[src/rtl/fetch_sequencer_if.sv]
// Handshake and ROM/decoder bus of the fetch sequencer.
// The master side drives control and ROM data; the slave side is the sequencer.
interface fetch_sequencer_if #(
    parameter int IW = 10,
    parameter int DW = 9,
    parameter int OW = 8,
    parameter int CW = 16
);
    logic          start;
    logic [1:0]    prog_sel;
    logic          halt;
    logic          stall;
    logic          branch_abs;
    logic [IW-1:0] abs_target;
    logic          branch_rel;
    logic [OW-1:0] rel_offset;
    logic [DW-1:0] inst_in;
    logic [IW-1:0] inst_address;
    logic [DW-1:0] inst_out;
    logic          inst_valid;
    logic          busy;
    logic          done;
    logic [CW-1:0] cycle_count;

    modport master (
        output start, prog_sel, halt, stall, branch_abs, abs_target,
               branch_rel, rel_offset, inst_in,
        input  inst_address, inst_out, inst_valid, busy, done, cycle_count
    );

    modport slave (
        input  start, prog_sel, halt, stall, branch_abs, abs_target,
               branch_rel, rel_offset, inst_in,
        output inst_address, inst_out, inst_valid, busy, done, cycle_count
    );
endinterface

[src/rtl/fetch_sequencer.sv]
// Program counter and fetch controller: selects an entry point on start,
// steps/branches the PC while running, and reports completion on halt.
module fetch_sequencer #(
    parameter int IW     = 10,
    parameter int DW     = 9,
    parameter int OW     = 8,
    parameter int CW     = 16,
    parameter int ENTRY0 = 0,
    parameter int ENTRY1 = 256,
    parameter int ENTRY2 = 512,
    parameter int ENTRY3 = 768
) (
    input  logic                 i_clk,
    input  logic                 i_reset_n,
    fetch_sequencer_if.slave     bus
);
    typedef enum logic [1:0] {
        ST_IDLE = 2'd0,
        ST_RUN  = 2'd1,
        ST_DONE = 2'd2
    } state_t;

    state_t        r_state;
    logic [IW-1:0] r_pc;
    logic [CW-1:0] r_cycles;

    logic [IW-1:0] w_entry;
    logic [IW-1:0] w_rel_ext;
    logic [CW-1:0] w_cycles_inc;
    logic          w_run;

    // Entry point lookup for the program being started.
    always_comb begin
        w_entry = IW'(ENTRY0);
        case (bus.prog_sel)
            2'd0:    w_entry = IW'(ENTRY0);
            2'd1:    w_entry = IW'(ENTRY1);
            2'd2:    w_entry = IW'(ENTRY2);
            2'd3:    w_entry = IW'(ENTRY3);
            default: w_entry = IW'(ENTRY0);
        endcase
    end

    // Signed size cast sign-extends the offset; the add then wraps modulo 2^IW.
    assign w_rel_ext    = IW'($signed(bus.rel_offset));
    assign w_cycles_inc = (r_cycles == {CW{1'b1}}) ? r_cycles : (r_cycles + CW'(1));
    assign w_run        = (r_state == ST_RUN);

    // State, PC and cycle counter update; reset dominates every other input.
    always_ff @(posedge i_clk) begin
        if (!i_reset_n) begin
            r_state  <= ST_IDLE;
            r_pc     <= {IW{1'b0}};
            r_cycles <= {CW{1'b0}};
        end else begin
            case (r_state)
                ST_IDLE, ST_DONE: begin
                    if (bus.start) begin
                        r_state  <= ST_RUN;
                        r_pc     <= w_entry;
                        r_cycles <= {CW{1'b0}};
                    end else begin
                        r_state  <= r_state;
                        r_pc     <= r_pc;
                        r_cycles <= r_cycles;
                    end
                end
                ST_RUN: begin
                    r_cycles <= w_cycles_inc;
                    if (bus.halt) begin
                        r_state <= ST_DONE;
                        r_pc    <= r_pc;
                    end else if (bus.stall) begin
                        r_state <= ST_RUN;
                        r_pc    <= r_pc;
                    end else if (bus.branch_abs) begin
                        r_state <= ST_RUN;
                        r_pc    <= bus.abs_target;
                    end else if (bus.branch_rel) begin
                        r_state <= ST_RUN;
                        r_pc    <= r_pc + w_rel_ext;
                    end else begin
                        r_state <= ST_RUN;
                        r_pc    <= r_pc + IW'(1);
                    end
                end
                default: begin
                    r_state  <= ST_IDLE;
                    r_pc     <= {IW{1'b0}};
                    r_cycles <= {CW{1'b0}};
                end
            endcase
        end
    end

    assign bus.inst_address = r_pc;
    assign bus.inst_valid   = w_run;
    assign bus.busy         = w_run;
    assign bus.done         = (r_state == ST_DONE);
    assign bus.inst_out     = w_run ? bus.inst_in : {DW{1'b0}};
    assign bus.cycle_count  = r_cycles;
endmodule
[src/flat_wrapper.sv]
// flat-port wrapper written by rule: the top's interface ports become plain ports
module fetch_sequencer_flat 
#(
    parameter int IW     = 10,
    parameter int DW     = 9,
    parameter int OW     = 8,
    parameter int CW     = 16,
    parameter int ENTRY0 = 0,
    parameter int ENTRY1 = 256,
    parameter int ENTRY2 = 512,
    parameter int ENTRY3 = 768
)
  (i_clk, i_reset_n, bus_start, bus_prog_sel, bus_halt, bus_stall, bus_branch_abs, bus_abs_target, bus_branch_rel, bus_rel_offset, bus_inst_in, bus_inst_address, bus_inst_out, bus_inst_valid, bus_busy, bus_done, bus_cycle_count);
  fetch_sequencer_if #(.IW(IW), .DW(DW), .OW(OW), .CW(CW)) bus_i ();
  input  logic i_clk;
  input  logic i_reset_n;
  input wire logic [$bits(bus_i.start)-1:0] bus_start;
  input wire logic [$bits(bus_i.prog_sel)-1:0] bus_prog_sel;
  input wire logic [$bits(bus_i.halt)-1:0] bus_halt;
  input wire logic [$bits(bus_i.stall)-1:0] bus_stall;
  input wire logic [$bits(bus_i.branch_abs)-1:0] bus_branch_abs;
  input wire logic [$bits(bus_i.abs_target)-1:0] bus_abs_target;
  input wire logic [$bits(bus_i.branch_rel)-1:0] bus_branch_rel;
  input wire logic [$bits(bus_i.rel_offset)-1:0] bus_rel_offset;
  input wire logic [$bits(bus_i.inst_in)-1:0] bus_inst_in;
  output wire logic [$bits(bus_i.inst_address)-1:0] bus_inst_address;
  output wire logic [$bits(bus_i.inst_out)-1:0] bus_inst_out;
  output wire logic [$bits(bus_i.inst_valid)-1:0] bus_inst_valid;
  output wire logic [$bits(bus_i.busy)-1:0] bus_busy;
  output wire logic [$bits(bus_i.done)-1:0] bus_done;
  output wire logic [$bits(bus_i.cycle_count)-1:0] bus_cycle_count;
  assign bus_i.start = bus_start;
  assign bus_i.prog_sel = bus_prog_sel;
  assign bus_i.halt = bus_halt;
  assign bus_i.stall = bus_stall;
  assign bus_i.branch_abs = bus_branch_abs;
  assign bus_i.abs_target = bus_abs_target;
  assign bus_i.branch_rel = bus_branch_rel;
  assign bus_i.rel_offset = bus_rel_offset;
  assign bus_i.inst_in = bus_inst_in;
  assign bus_inst_address = bus_i.inst_address;
  assign bus_inst_out = bus_i.inst_out;
  assign bus_inst_valid = bus_i.inst_valid;
  assign bus_busy = bus_i.busy;
  assign bus_done = bus_i.done;
  assign bus_cycle_count = bus_i.cycle_count;
  fetch_sequencer #(.IW(IW), .DW(DW), .OW(OW), .CW(CW), .ENTRY0(ENTRY0), .ENTRY1(ENTRY1), .ENTRY2(ENTRY2), .ENTRY3(ENTRY3)) u_core (.i_clk(i_clk), .i_reset_n(i_reset_n), .bus(bus_i));
endmodule
[config.mk]
export PLATFORM = sky130hd
export DESIGN_NAME = fetch_sequencer_flat
export DESIGN_NICKNAME = d
export VERILOG_FILES = /design/src/rtl/fetch_sequencer_if.sv /design/src/rtl/fetch_sequencer.sv /design/src/flat_wrapper.sv
export SDC_FILE = /design/constraint.sdc
export NUM_CORES = 1
export LEC_CHECK = 0
export CORE_MARGIN = 10
export CORE_UTILIZATION = 35
export CTS_CLUSTER_SIZE = 25
export DETAILED_ROUTE_END_ITERATION = 8
export GPL_TIMING_DRIVEN = 0
export HOLD_SLACK_MARGIN = 0.02
export PLACE_DENSITY = 0.75
export SLEW_MARGIN = 10
export SYNTH_ARGS = -nofsm -noshare
export SYNTH_HDL_FRONTEND = slang
export SYNTH_SLANG_ARGS = --single-unit
[constraint.sdc]
create_clock -name i_clk -period 2.4 [get_ports i_clk]
set_input_delay 0.36 -clock i_clk [delete_from_list [all_inputs] [get_ports i_clk]]
set_output_delay 0.36 -clock i_clk [all_outputs]
set_load 0.02 [all_outputs]
==> key figures, run 1 <==
GRT
  • Antenna violations before repair: 0
  • Maximum number of pins on one net before global-route repair: 16
  • Via count of the first global-routing pass: 1875
  • Wire length of the first global-routing pass: 9040 um
  • Remaining Overflow, GRT: 0
  • Total track usage: 12.6%

Power
  • Sequential share of power: 46.5%
  • Power density over the cells: 382 nW/um^2
  • Net switching power of the design: 284 uW
  • Internal power: 758 uW
  • Worst supply voltage drop on vdd: 219 uV
  • Switching Fraction: 27.2%
  • Leakage power figure: 0.00104 uW
  • Fraction of power consumed by the clock network: 28.6%
  • Logic pwr share: 24.8%

Routing
  • First-pass iteration count of the detailed router: 4
  • Total detailed-routing wirelength: 5490 um
  • Post-route antenna net violation count: 0
  • Vias after detailed routing: 1843
  • Number of DRC violations after detailed routing: 0
  • Via density per instance: 5.09
  • Detailed-route wire length per cell: 15.2 um
  • Iteration-0 DRC count of the detailed router: 86

Cells and area
  • Ant diodes: 0
  • Area used by multi-input combinational logic: 1250 sq um
  • Register area: 561 sq um
  • Core utilization of the finished layout: 53.4%
  • Fraction of final layout cells with drive strength greater than 1: 8.22%
  • Filler cells: 507
  • Total non-filler cell area in the finished layout: 2730 sq um
  • Area grow syn2layout: 47.3%
  • Net count, final: 340

Worst setup path
  • Crit-path slowest cell: clkdlybuf4s50_1
  • WP buf/inv: 3
  • Peak per-stage delay on the critical path: 0.61 ns
  • Classification of the worst setup path: reg2out
  • Kind of start point of the critical path: flop
  • Cell family with the largest share of critical-path delay: buffers and inverters
  • CP required: 2.04 ns
  • Sort of element at the end of the critical path: primary output
  • Critical path data arrival time: 1.88 ns
  • Worst Path Max Fanout: 15
  • List of cells traversed by the critical path: buf_6, nand2b_1, inv_4, and2_1, clkdlybuf4s50_1

Clock network
  • Max H-tree Level: 1
  • CTS Buf Count: 3
  • Clock root buffer: clkbuf_8
  • CTS hold repair buffers: 0
  • Clock latency at the later pin of the worst-skew pair: 0.27 ns
  • Maximum number of buffers from clock root to sink: 2
  • Clock input transition at the sequential cells of the worst setup and hold paths: 0.10 ns
  • Clock sinks: 28
  • CTS tree: done

Floorplan
  • DIE HEIGHT: 92.7 um
  • Ports placed on the boundary: 74
  • Number of placement rows: 26
  • Die X: 92.7 um
  • Core area: 5110 sq um
  • Die area: 8600 sq um
  • Effective utilization at floorplan: 36.2%

Synth
  • Count of flip-flops with a built-in enable after synthesis: 0
  • Count of distinct cell types in the synthesized netlist: 45
  • Top-area cell type share of the netlist area: 30.3%
  • Area of the mapped netlist: 1850 sq um
  • Yosys top cell by area: dfxtp_1
  • Synthesized area divided by synthesized cell count: 8.53 sq um
  • Most instantiated library cell after synthesis: dfxtp_1
  • Post-synthesis async set-or-reset flop share: 0%
  • Post-synth top cells: dfxtp_1 (28), nor2_1 (18), nand2_1 (17), and2_1 (16), xor2_1 (13)
  • Synth Register Bits: 28
  • Synthesized netlist net count: 264
  • Yosys Warn Count: 0
  • Top cells by area in the synthesized netlist: dfxtp_1 (30%), ha_1 (6.8%), xor2_1 (6.2%), and2_1 (5.4%), nor2_1 (3.7%)
  • Leading register cell type out of synthesis: dfxtp_1
  • Cell count after synthesis: 217
  • Sequential fraction of the synthesis area: 30.3%

Placed design
  • DP Wirelength: 4290 um
  • Port Buf Inserts: 72
  • Placement Cell Area: 2660 sq um
  • Gpl congestion: 0.889

STA
  • Final hold vios: 0
  • Highest clock rate: 446 MHz
  • Post-route clock period utilization: 93.4%
  • Slew at the pin with the worst max-slew slack: 0.964 ns
  • Unrepaired setup endpoints after global routing: false
  • Final count of pins violating max slew: 0
  • Normalized max-slew margin: 35.1%
  • Final period demand of the worst path: 2.24 ns
  • Setup Skew: 0.00190 ns
  • Final setup fails: 0

Worst hold path
  • Hold Path Class: reg2reg

Status
  • Run status: completed

Flow run
  • Count of maximum capacitance violations: 0
[cell usage in the layout (no fill, tap or decap), drive strengths merged, types with 8 or more instances in the layout]
cell and count:
clkdlybuf4s50 71, dfxtp 28, nor2 19, nand2 17, and2 16, xor2 13
nand3 12, ha 10, o21ai 9, nand2b 8
[sequential cells by signal, summed over array words and instances (netlist names)]
signal / flops
u_core.bus.cycle_count: 16
u_core.bus.inst_address: 10
u_core.r_state: 2
[worst paths after layout]
kind                                                 start                    endpoint  slack (ns)  cells after the start
worst max-delay path                     u_core.r_state[0]             bus_inst_out[2]        0.16                      5
worst min-delay path            u_core.bus.inst_address[8]  u_core.bus.inst_address[8]        0.52                      2
worst max register to register  u_core.bus.inst_address[0]  u_core.bus.inst_address[8]        0.44                      8
worst min register to register  u_core.bus.inst_address[8]  u_core.bus.inst_address[8]        0.52                      2
[worst reg2reg max path: cells and delay by family (launching register included)]
kind	cells	cell delay, ns
fa+ha+maj	2	0.63
compound gates	3	0.56
flops	1	0.34
simple gates	2	0.22
xor+xnor	1	0.08
[per-stage QoR]
step | power [uW] | hold WS, ns | worst slack (ns) | cells | TNS [ns]
3_3_place_gp | 749 | 0.495 | -0.464 | 359 | -1.69
2_1_floorplan | 627 | 0.488 | 0.416 | 217 | 0
3_5_place_dp | 752 | 0.506 | -0.469 | 359 | -1.83
5_1_grt | 1090 | 0.564 | 0.000868 | 362 | 0
4_1_cts | 1050 | 0.522 | 0.0169 | 362 | 0
6_report | 1040 | 0.516 | 0.158 | 362 | 0
[per-layer routing]
metal / GRT usage [%] / wire length (um)
met3: 3.95 / 400
met2: 21.4 / 2590
met1: 15.2 / 2460
met4: 2.83 / 38
met5: 0 / 0
[kinds of logic (layout without fill, tap and decap cells)]
group	Yosys count	in the layout	share of synthesized area, %
simple gates	104	104	31.6
mux	4	4	2.23
buf+inv	11	86	2.97
xor+xnor	20	20	9.47
fa+ha+maj	11	11	7.84
compound gates	39	39	15.6
flops	28	28	30.3
[power groups by stage]
stage               combinational (uW)  clock (uW)  sequential [uW]
floorplan                          123           0              504
global placement                   254           0              495
detailed placement                 256           0              495
CTS                                257         307              485
global route                       281         323              487
finish                             258         298              485
[cell type report]
| class | count | share of cell area, % |
|---|---|---|
| repair buffers | 72 | 26.4 |
| inverters | 3 | 0.505 |
| well taps | 70 | 3.21 |
| multi-input cells | 178 | 45.8 |
| flip-flops and latches | 28 | 20.6 |
| clock buffers | 4 | 2.02 |
| plain buffers | 7 | 1.47 |
[repair_timing]
action / in CTS / in global routing
setup buffers: 0 / 0
pin swaps: 0 / 1
gates resized for setup: 2 / 6
endpoints found under the setup margin: 13 / 3
(Power assumes the default switching activity.)
==> run 2, diff against run 1 <==
--- a/config.mk
+++ b/config.mk
@@ -12,6 +12,7 @@
 export GPL_TIMING_DRIVEN = 0
 export HOLD_SLACK_MARGIN = 0.02
 export PLACE_DENSITY = 0.75
+export SKIP_CTS_REPAIR_TIMING = 1
 export SLEW_MARGIN = 10
 export SYNTH_ARGS = -nofsm -noshare
 export SYNTH_HDL_FRONTEND = slang
==> run 2 against run 1 <==
Routed wire length up 1.2%. Setup slack worse by 0.00094 ns. First-iteration DRC count up 14%. Core utilization up 0.44 points. Sequential share of layout area down 0.17 points. Clock power about the same. Clock skew up 0.00059 ns. Sequential cell count unchanged. Via count up 0.38%. Critical path type is now in2reg. Highest routed layer unchanged.
==> key figures, run 2 (same netlist as run 1, synthesis figures left out) <==
Floorplan
  • DIE HEIGHT: 92.7 um (unchanged)
  • Core area: 5110 sq um (unchanged)
  • Ports placed on the boundary: 74 (unchanged)
  • Die area: 8600 sq um (unchanged)
  • Effective utilization at floorplan: 36.2% (unchanged)
  • Number of placement rows: 26 (unchanged)
  • Die X: 92.7 um (unchanged)

STA
  • Post-route clock period utilization: 93.5% (about the same)
  • Slew at the pin with the worst max-slew slack: 0.943 ns (-0.0208 ns)
  • Highest clock rate: 446 MHz (about the same)
  • Setup TNS: 0 ns (unchanged)
  • Setup Skew: 0.00249 ns (+0.000593 ns)
  • Final period demand of the worst path: 2.24 ns (+0.000944 ns)
  • Final count of pins violating max slew: 0 (unchanged)
  • Normalized max-slew margin: 36.5% (+1.4 points)
  • Final hold vios: 0 (unchanged)
  • Final setup fails: 0 (unchanged)

Worst setup path
  • Sort of element at the end of the critical path: flop
  • Launching element of the worst setup path: bus_rel_offset[0]
  • Worst Path Max Fanout: 3 (-12)
  • Critical register-to-register path endpoint: u_core.bus.inst_address[8]
  • Startpoint of the lowest-slack register-to-register path: u_core.bus.inst_address[0]
  • Kind of start point of the critical path: input pin
  • List of cells traversed by the critical path: clkdlybuf4s50_1, nand2b_1, ha_1, fa_2, nand3_1, nand2_2, a31oi_2, xnor2_1, o311ai_1, o21ai_0
  • Peak per-stage delay on the critical path: 0.39 ns (-0.22 ns)
  • Critical path data arrival time: 2.39 ns (+0.51 ns)
  • Crit-path slowest cell: clkdlybuf4s50_1
  • Cells on worst reg2reg path: 8 (unchanged)
  • Classification of the worst setup path: in2reg
  • Setup slack of the most critical reg-to-reg path: 0.43 ns (about the same)
  • CP required: 2.55 ns (+0.51 ns)
  • Last element of the critical path: u_core.bus.inst_address[8]

Routing
  • Vias after detailed routing: 1850 (+0.38%)
  • Total detailed-routing wirelength: 5560 um (+1.2%)
  • First-pass iteration count of the detailed router: 5 (+1)
  • Via density per instance: 5.08 (-0.17%)
  • Number of DRC violations after detailed routing: 0 (unchanged)
  • Post-route antenna net violation count: 0 (unchanged)
  • Iteration-0 DRC count of the detailed router: 98 (+14%)
  • Detailed-route wire length per cell: 15.3 um (+0.68%)

Worst hold path
  • Hold Path Class: reg2reg

Power
  • Net switching power of the design: 286 uW (+0.78%)
  • Switching Fraction: 27.3% (+0.082 points)
  • Leakage power figure: 0.00105 uW (+0.70%)
  • Power density over the cells: 381 nW/um^2 (-0.35%)
  • Sequential share of power: 46.3% (-0.2 points)
  • Worst supply voltage drop on vdd: 219 uV (about the same)
  • Logic pwr share: 25.1% (+0.3 points)
  • Total design power: 1050 uW (+0.48%)
  • Fraction of power consumed by the clock network: 28.6% (about the same)
  • Internal power: 760 uW (+0.36%)

Cells and area
  • Most common cell after layout, fill and taps aside: clkdlybuf4s50_1
  • Area grow syn2layout: 48.5%
  • Ant diodes: 0 (unchanged)
  • Net count, final: 342 (+0.59%)
  • Leading cell types in the layout, fill and taps excluded: clkdlybuf4s50_1 (71), dfxtp_1 (28), nor2_1 (18), and2_1 (16), nand2_1 (16)
  • Core utilization of the finished layout: 53.8% (+0.44 points)
  • Fraction of final layout cells with drive strength greater than 1: 9.18% (+0.96 points)
  • Max FFs per register: 16 (unchanged)

GRT
  • Maximum number of pins on one net before global-route repair: 16 (unchanged)
  • Remaining Overflow, GRT: 0 (unchanged)
  • Total track usage: 12.6% (unchanged)
  • Wire length of the first global-routing pass: 9050 um (about the same)
  • Antenna violations before repair: 0 (unchanged)
  • Via count of the first global-routing pass: 1879 (+0.21%)

Clock network
  • Clock sinks: 28 (unchanged)
  • Clock input transition at the sequential cells of the worst setup and hold paths: 0.10 ns (about the same)
  • Maximum number of buffers from clock root to sink: 2 (unchanged)
  • Clock root buffer: clkbuf_8
  • Max H-tree Level: 1 (unchanged)
  • Clock latency at the later pin of the worst-skew pair: 0.27 ns (about the same)
  • CTS tree: done
  • CTS Buf Count: 3 (unchanged)

Placed design
  • DP Wirelength: 4290 um (unchanged)
  • Port Buf Inserts: 72 (unchanged)
  • Gpl congestion: 0.889 (unchanged)

Status
  • Run status: completed

Flow run
  • Count of maximum capacitance violations: 0 (unchanged)
-- run 2: routing by layer --
metal / track usage (%) / share of wire [%] / up-vias
li1: - / - / 926
met1: 15.2 / 44 / 857
met2: 21.4 / 48 / 63
met3: 3.95 / 7.3 / 4
met4: 2.83 / 0.68 / 0
met5: 0 / 0 / -
-- run 2: layout make-up --
type                            instances  area (sq um)
Buffer                                  7          40.0
Fill cell                             508          2360
Tap cell                               70          87.6
Timing Repair inverter                  1          7.51
Clock buffer                            4          55.1
Sequential cell                        28           561
Timing Repair Buffer                   73           731
Inverter                                3          15.0
Multi-Input combinational cell        178          1250
-- run 2: worst min-delay path by stage --
stage	depth (start not counted)	start	slack, ns	to
2_1_floorplan	1	i_reset_n	0.49	u_core.bus.inst_address[1]
3_3_place_gp	2	u_core.bus.inst_address[8]	0.49	u_core.bus.inst_address[8]
3_5_place_dp	2	u_core.bus.inst_address[8]	0.51	u_core.bus.inst_address[8]
4_1_cts	2	u_core.bus.inst_address[8]	0.52	u_core.bus.inst_address[8]
5_1_grt	2	u_core.bus.inst_address[8]	0.56	u_core.bus.inst_address[8]
6_report	2	u_core.bus.inst_address[8]	0.51	u_core.bus.inst_address[8]
-- run 2: through the flow --
| step | hold slack [ns] | area (sq um) | setup slack (ns) | std cells |
|---|---|---|---|---|
| final | 0.514 | 2750 | 0.157 | 364 |
| after floorplan | 0.488 | 1850 | 0.416 | 217 |
| after global placement | 0.495 | 2660 | -0.464 | 359 |
| after detailed placement | 0.506 | 2660 | -0.469 | 359 |
| after CTS | 0.522 | 2710 | -0.177 | 363 |
| after global routing | 0.564 | 2750 | -0.000293 | 364 |
-- run 2: worst max-delay path, delay by kind of cell --
| kind | cells | cell delay [ns] |
|---|---|---|
| AND/OR/NAND/NOR | 3 | 0.36 |
| adder cells (fa/ha/maj) | 2 | 0.62 |
| XOR/XNOR | 1 | 0.09 |
| buffers and inverters | 1 | 0.39 |
| AO/OA/AOI/OAI | 3 | 0.57 |
-- run 2: power groups by stage --
stage	Combinational, uW	Sequential, uW	Clock (uW)
after global placement	254	495	0
after global routing	287	487	323
after CTS	258	485	307
after floorplan	123	504	0
final	263	485	299
after detailed placement	256	495	0
==> run 3, diff against run 2 <==
--- a/config.mk
+++ b/config.mk
@@ -9,11 +9,12 @@
 export CORE_UTILIZATION = 35
 export CTS_CLUSTER_SIZE = 25
 export DETAILED_ROUTE_END_ITERATION = 8
-export GPL_TIMING_DRIVEN = 0
 export HOLD_SLACK_MARGIN = 0.02
 export PLACE_DENSITY = 0.75
+export RECOVER_POWER = 25
 export SKIP_CTS_REPAIR_TIMING = 1
 export SLEW_MARGIN = 10
 export SYNTH_ARGS = -nofsm -noshare
 export SYNTH_HDL_FRONTEND = slang
 export SYNTH_SLANG_ARGS = --single-unit
+export TNS_END_PERCENT = 50
==> run 3 against run 2 <==
Clock power increased by 28%. Register-to-register slack lost 0.16 ns. Routed wire length grew 2.8%. Die area did not move. Core utilization rose by 1.0 points. First-iteration DRC count fell by 3.1%. Design area increased by 1.9%. Hold slack worse by 0.025 ns. Largest power group unchanged.
==> key figures, run 3 (same netlist as run 1, synthesis figures left out) <==
Floorplan
  • Number of placement rows: 26 (unchanged)
  • Core area: 5110 sq um (unchanged)
  • Die area: 8600 sq um (unchanged)
  • Die X: 92.7 um (unchanged)
  • DIE HEIGHT: 92.7 um (unchanged)
  • Ports placed on the boundary: 74 (unchanged)
  • Effective utilization at floorplan: 36.2% (unchanged)

Cells and area
  • Core utilization of the finished layout: 54.9% (+1.0 points)
  • Area grow syn2layout: 51.4%
  • Ant diodes: 0 (unchanged)
  • Most common cell after layout, fill and taps aside: clkdlybuf4s50_1
  • Total non-filler cell area in the finished layout: 2800 sq um (+1.9%)
  • Register area: 561 sq um (unchanged)
  • Net count, final: 348 (+1.8%)
  • Max FFs per register: 16 (unchanged)
  • Count of placed standard cells in the final layout, fillers left out: 370 (+1.6%)
  • Fraction of final layout cells with drive strength greater than 1: 10.7% (+1.5 points)
  • Filler cells: 502 (-1.2%)
  • Area used by multi-input combinational logic: 1240 sq um (-1.1%)
  • Leading cell types in the layout, fill and taps excluded: clkdlybuf4s50_1 (61), dfxtp_1 (28), nor2_1 (18), nand2_1 (17), and2_1 (16)

STA
  • Normalized max-slew margin: 46.7% (+10 points)
  • Final count of pins violating max slew: 0 (unchanged)
  • Highest clock rate: 443 MHz (-0.56%)
  • Final setup fails: 0 (unchanged)
  • Setup Skew: 0.00673 ns (+0.00424 ns)
  • Post-route clock period utilization: 94.0% (+0.53 points)
  • Final hold vios: 0 (unchanged)
  • Final period demand of the worst path: 2.26 ns (+0.0126 ns)
  • Smallest setup slack after layout: 0.144 ns (-0.0126 ns)
  • Setup TNS: 0 ns (unchanged)
  • Slew at the pin with the worst max-slew slack: 0.795 ns (-0.148 ns)

Placed design
  • Placement Cell Area: 2730 sq um (+2.7%)
  • Placed Cells incl. Taps: 366 (+1.9%)
  • Gpl congestion: 0.890 (+0.11%)
  • Port Buf Inserts: 73 (+1.4%)
  • DP Wirelength: 4480 um (+4.4%)
  • Pre-CTS setup slack: -0.225 ns (+0.244 ns)

GRT
  • Via count of the first global-routing pass: 1839 (-2.1%)
  • Maximum number of pins on one net before global-route repair: 17 (+1)
  • Wire length of the first global-routing pass: 9270 um (+2.4%)
  • Remaining Overflow, GRT: 0 (unchanged)
  • Total track usage: 12.9% (+0.32 points)
  • Antenna violations before repair: 0 (unchanged)

Power
  • Worst supply voltage drop on vdd: 323 uV (+47%)
  • Power density over the cells: 405 nW/um^2 (+6.3%)
  • Logic pwr share: 23.5% (-1.6 points)
  • Leakage power figure: 0.00114 uW (+8.2%)
  • Internal power: 841 uW (+11%)
  • Fraction of power consumed by the clock network: 33.7% (+5.1 points)
  • Sequential share of power: 42.8% (-3.5 points)
  • Net switching power of the design: 293 uW (+2.3%)
  • Switching Fraction: 25.8% (-1.5 points)

Clock network
  • Clock root buffer: clkbuf_8
  • Clock input transition at the sequential cells of the worst setup and hold paths: 0.11 ns (about the same)
  • Clock sinks: 28 (unchanged)
  • Max H-tree Level: 1 (unchanged)
  • CTS tree: done
  • CTS Buf Count: 3 (unchanged)
  • Maximum number of buffers from clock root to sink: 2 (unchanged)
  • Clock latency at the later pin of the worst-skew pair: 0.28 ns (about the same)

Status
  • Run status: completed

Worst setup path
  • Crit-path slowest cell: clkdlybuf4s50_1
  • Kind of start point of the critical path: input pin
  • Cell family with the largest share of critical-path delay: buffers and inverters
  • Classification of the worst setup path: in2reg
  • Critical register-to-register path endpoint: u_core.bus.cycle_count[8]
  • List of cells traversed by the critical path: clkdlybuf4s50_1, nand2b_1, ha_1, fa_2, nand3_1, nand2_1, buf_4, xor2_1, a222oi_1, nor2b_1
  • Setup slack of the most critical reg-to-reg path: 0.27 ns (-0.16 ns)
  • Cells on worst reg2reg path: 7 (-1)
  • Sort of element at the end of the critical path: flop
  • Peak per-stage delay on the critical path: 0.52 ns (+0.13 ns)
  • Startpoint of the lowest-slack register-to-register path: u_core.r_state[0]
  • Critical path data arrival time: 2.43 ns (+0.04 ns)
  • CP required: 2.57 ns (+0.02 ns)
  • WP buf/inv: 2 (+1)
  • Worst Path Max Fanout: 4 (+1)

Routing
  • Post-route antenna net violation count: 0 (unchanged)
  • Detailed-route wire length per cell: 15.4 um (+1.2%)
  • Via density per instance: 5.07 (-0.24%)
  • Number of DRC violations after detailed routing: 0 (unchanged)
  • Iteration-0 DRC count of the detailed router: 95 (-3.1%)
  • First-pass iteration count of the detailed router: 5 (unchanged)
  • Vias after detailed routing: 1876 (+1.4%)
  • Total detailed-routing wirelength: 5710 um (+2.8%)

Worst hold path
  • Hold Path Sink: u_core.bus.inst_address[8]
  • Hold Path Class: reg2reg
  • Cell depth of the worst hold path: 2 (unchanged)
  • HP Start: u_core.bus.inst_address[8]

Flow run
  • Count of maximum capacitance violations: 0 (unchanged)
## run 3: cell types whose count changed in the layout (fill, tap and decap cells not counted), sizes merged, moves of 2 or more
cell	before	now
dlygate4sd3	0	12
clkdlybuf4s50	71	61
buf	5	13
clkbuf	7	4
clkinvlp	2	0
## run 3: cell type report
cell class	count	area share, %
clock buffer	3	1.47
timing repair buffer	87	29.7
clock inverter	1	1.07
sequential	28	20.0
tap	70	3.13
multi-input combinational	178	44.2
inverter	3	0.402
## run 3: routing by layer
metal	GRT usage, %	share of wire [%]	up-vias
met4	1.16	0.30	0
li1	-	-	941
met5	0	0	-
met1	16.5	46	876
met3	3.71	5.3	2
met2	21.8	48	57
## run 3: worst max path at each step
stage / start / endpoint / slack [ns] / cells after the start
final: bus_branch_rel / u_core.bus.inst_address[4] / 0.14 / 10
after global routing: bus_branch_rel / u_core.bus.inst_address[9] / -0.02 / 10
after detailed placement: bus_branch_rel / u_core.bus.inst_address[8] / -0.23 / 10
after global placement: bus_branch_rel / u_core.bus.inst_address[8] / -0.14 / 11
after floorplan: bus_rel_offset[0] / u_core.bus.inst_address[8] / 0.42 / 9
after CTS: bus_branch_rel / u_core.bus.inst_address[8] / 0.07 / 10
## run 3: tightest hold or removal path: cells and delay by family, from the launching register on
kind | cells | cell delay, ns
AND/OR/NAND/NOR | 1 | 0.06
flip-flops | 1 | 0.34
AO/OA/AOI/OAI | 1 | 0.05
## run 3: power groups by stage
stage	Combinational [uW]	Clock (uW)	Sequential (uW)
floorplan	123	0	504
global placement	267	0	496
detailed placement	269	0	496
CTS	271	392	485
global route	291	410	487
finish	266	382	485
## run 3: stage by stage
stage                     hold WS (ns)  power, uW
after floorplan                  0.488        627
after global placement           0.497        762
after detailed placement         0.503        765
after CTS                        0.518       1150
after global routing             0.535       1190
final                            0.489       1130
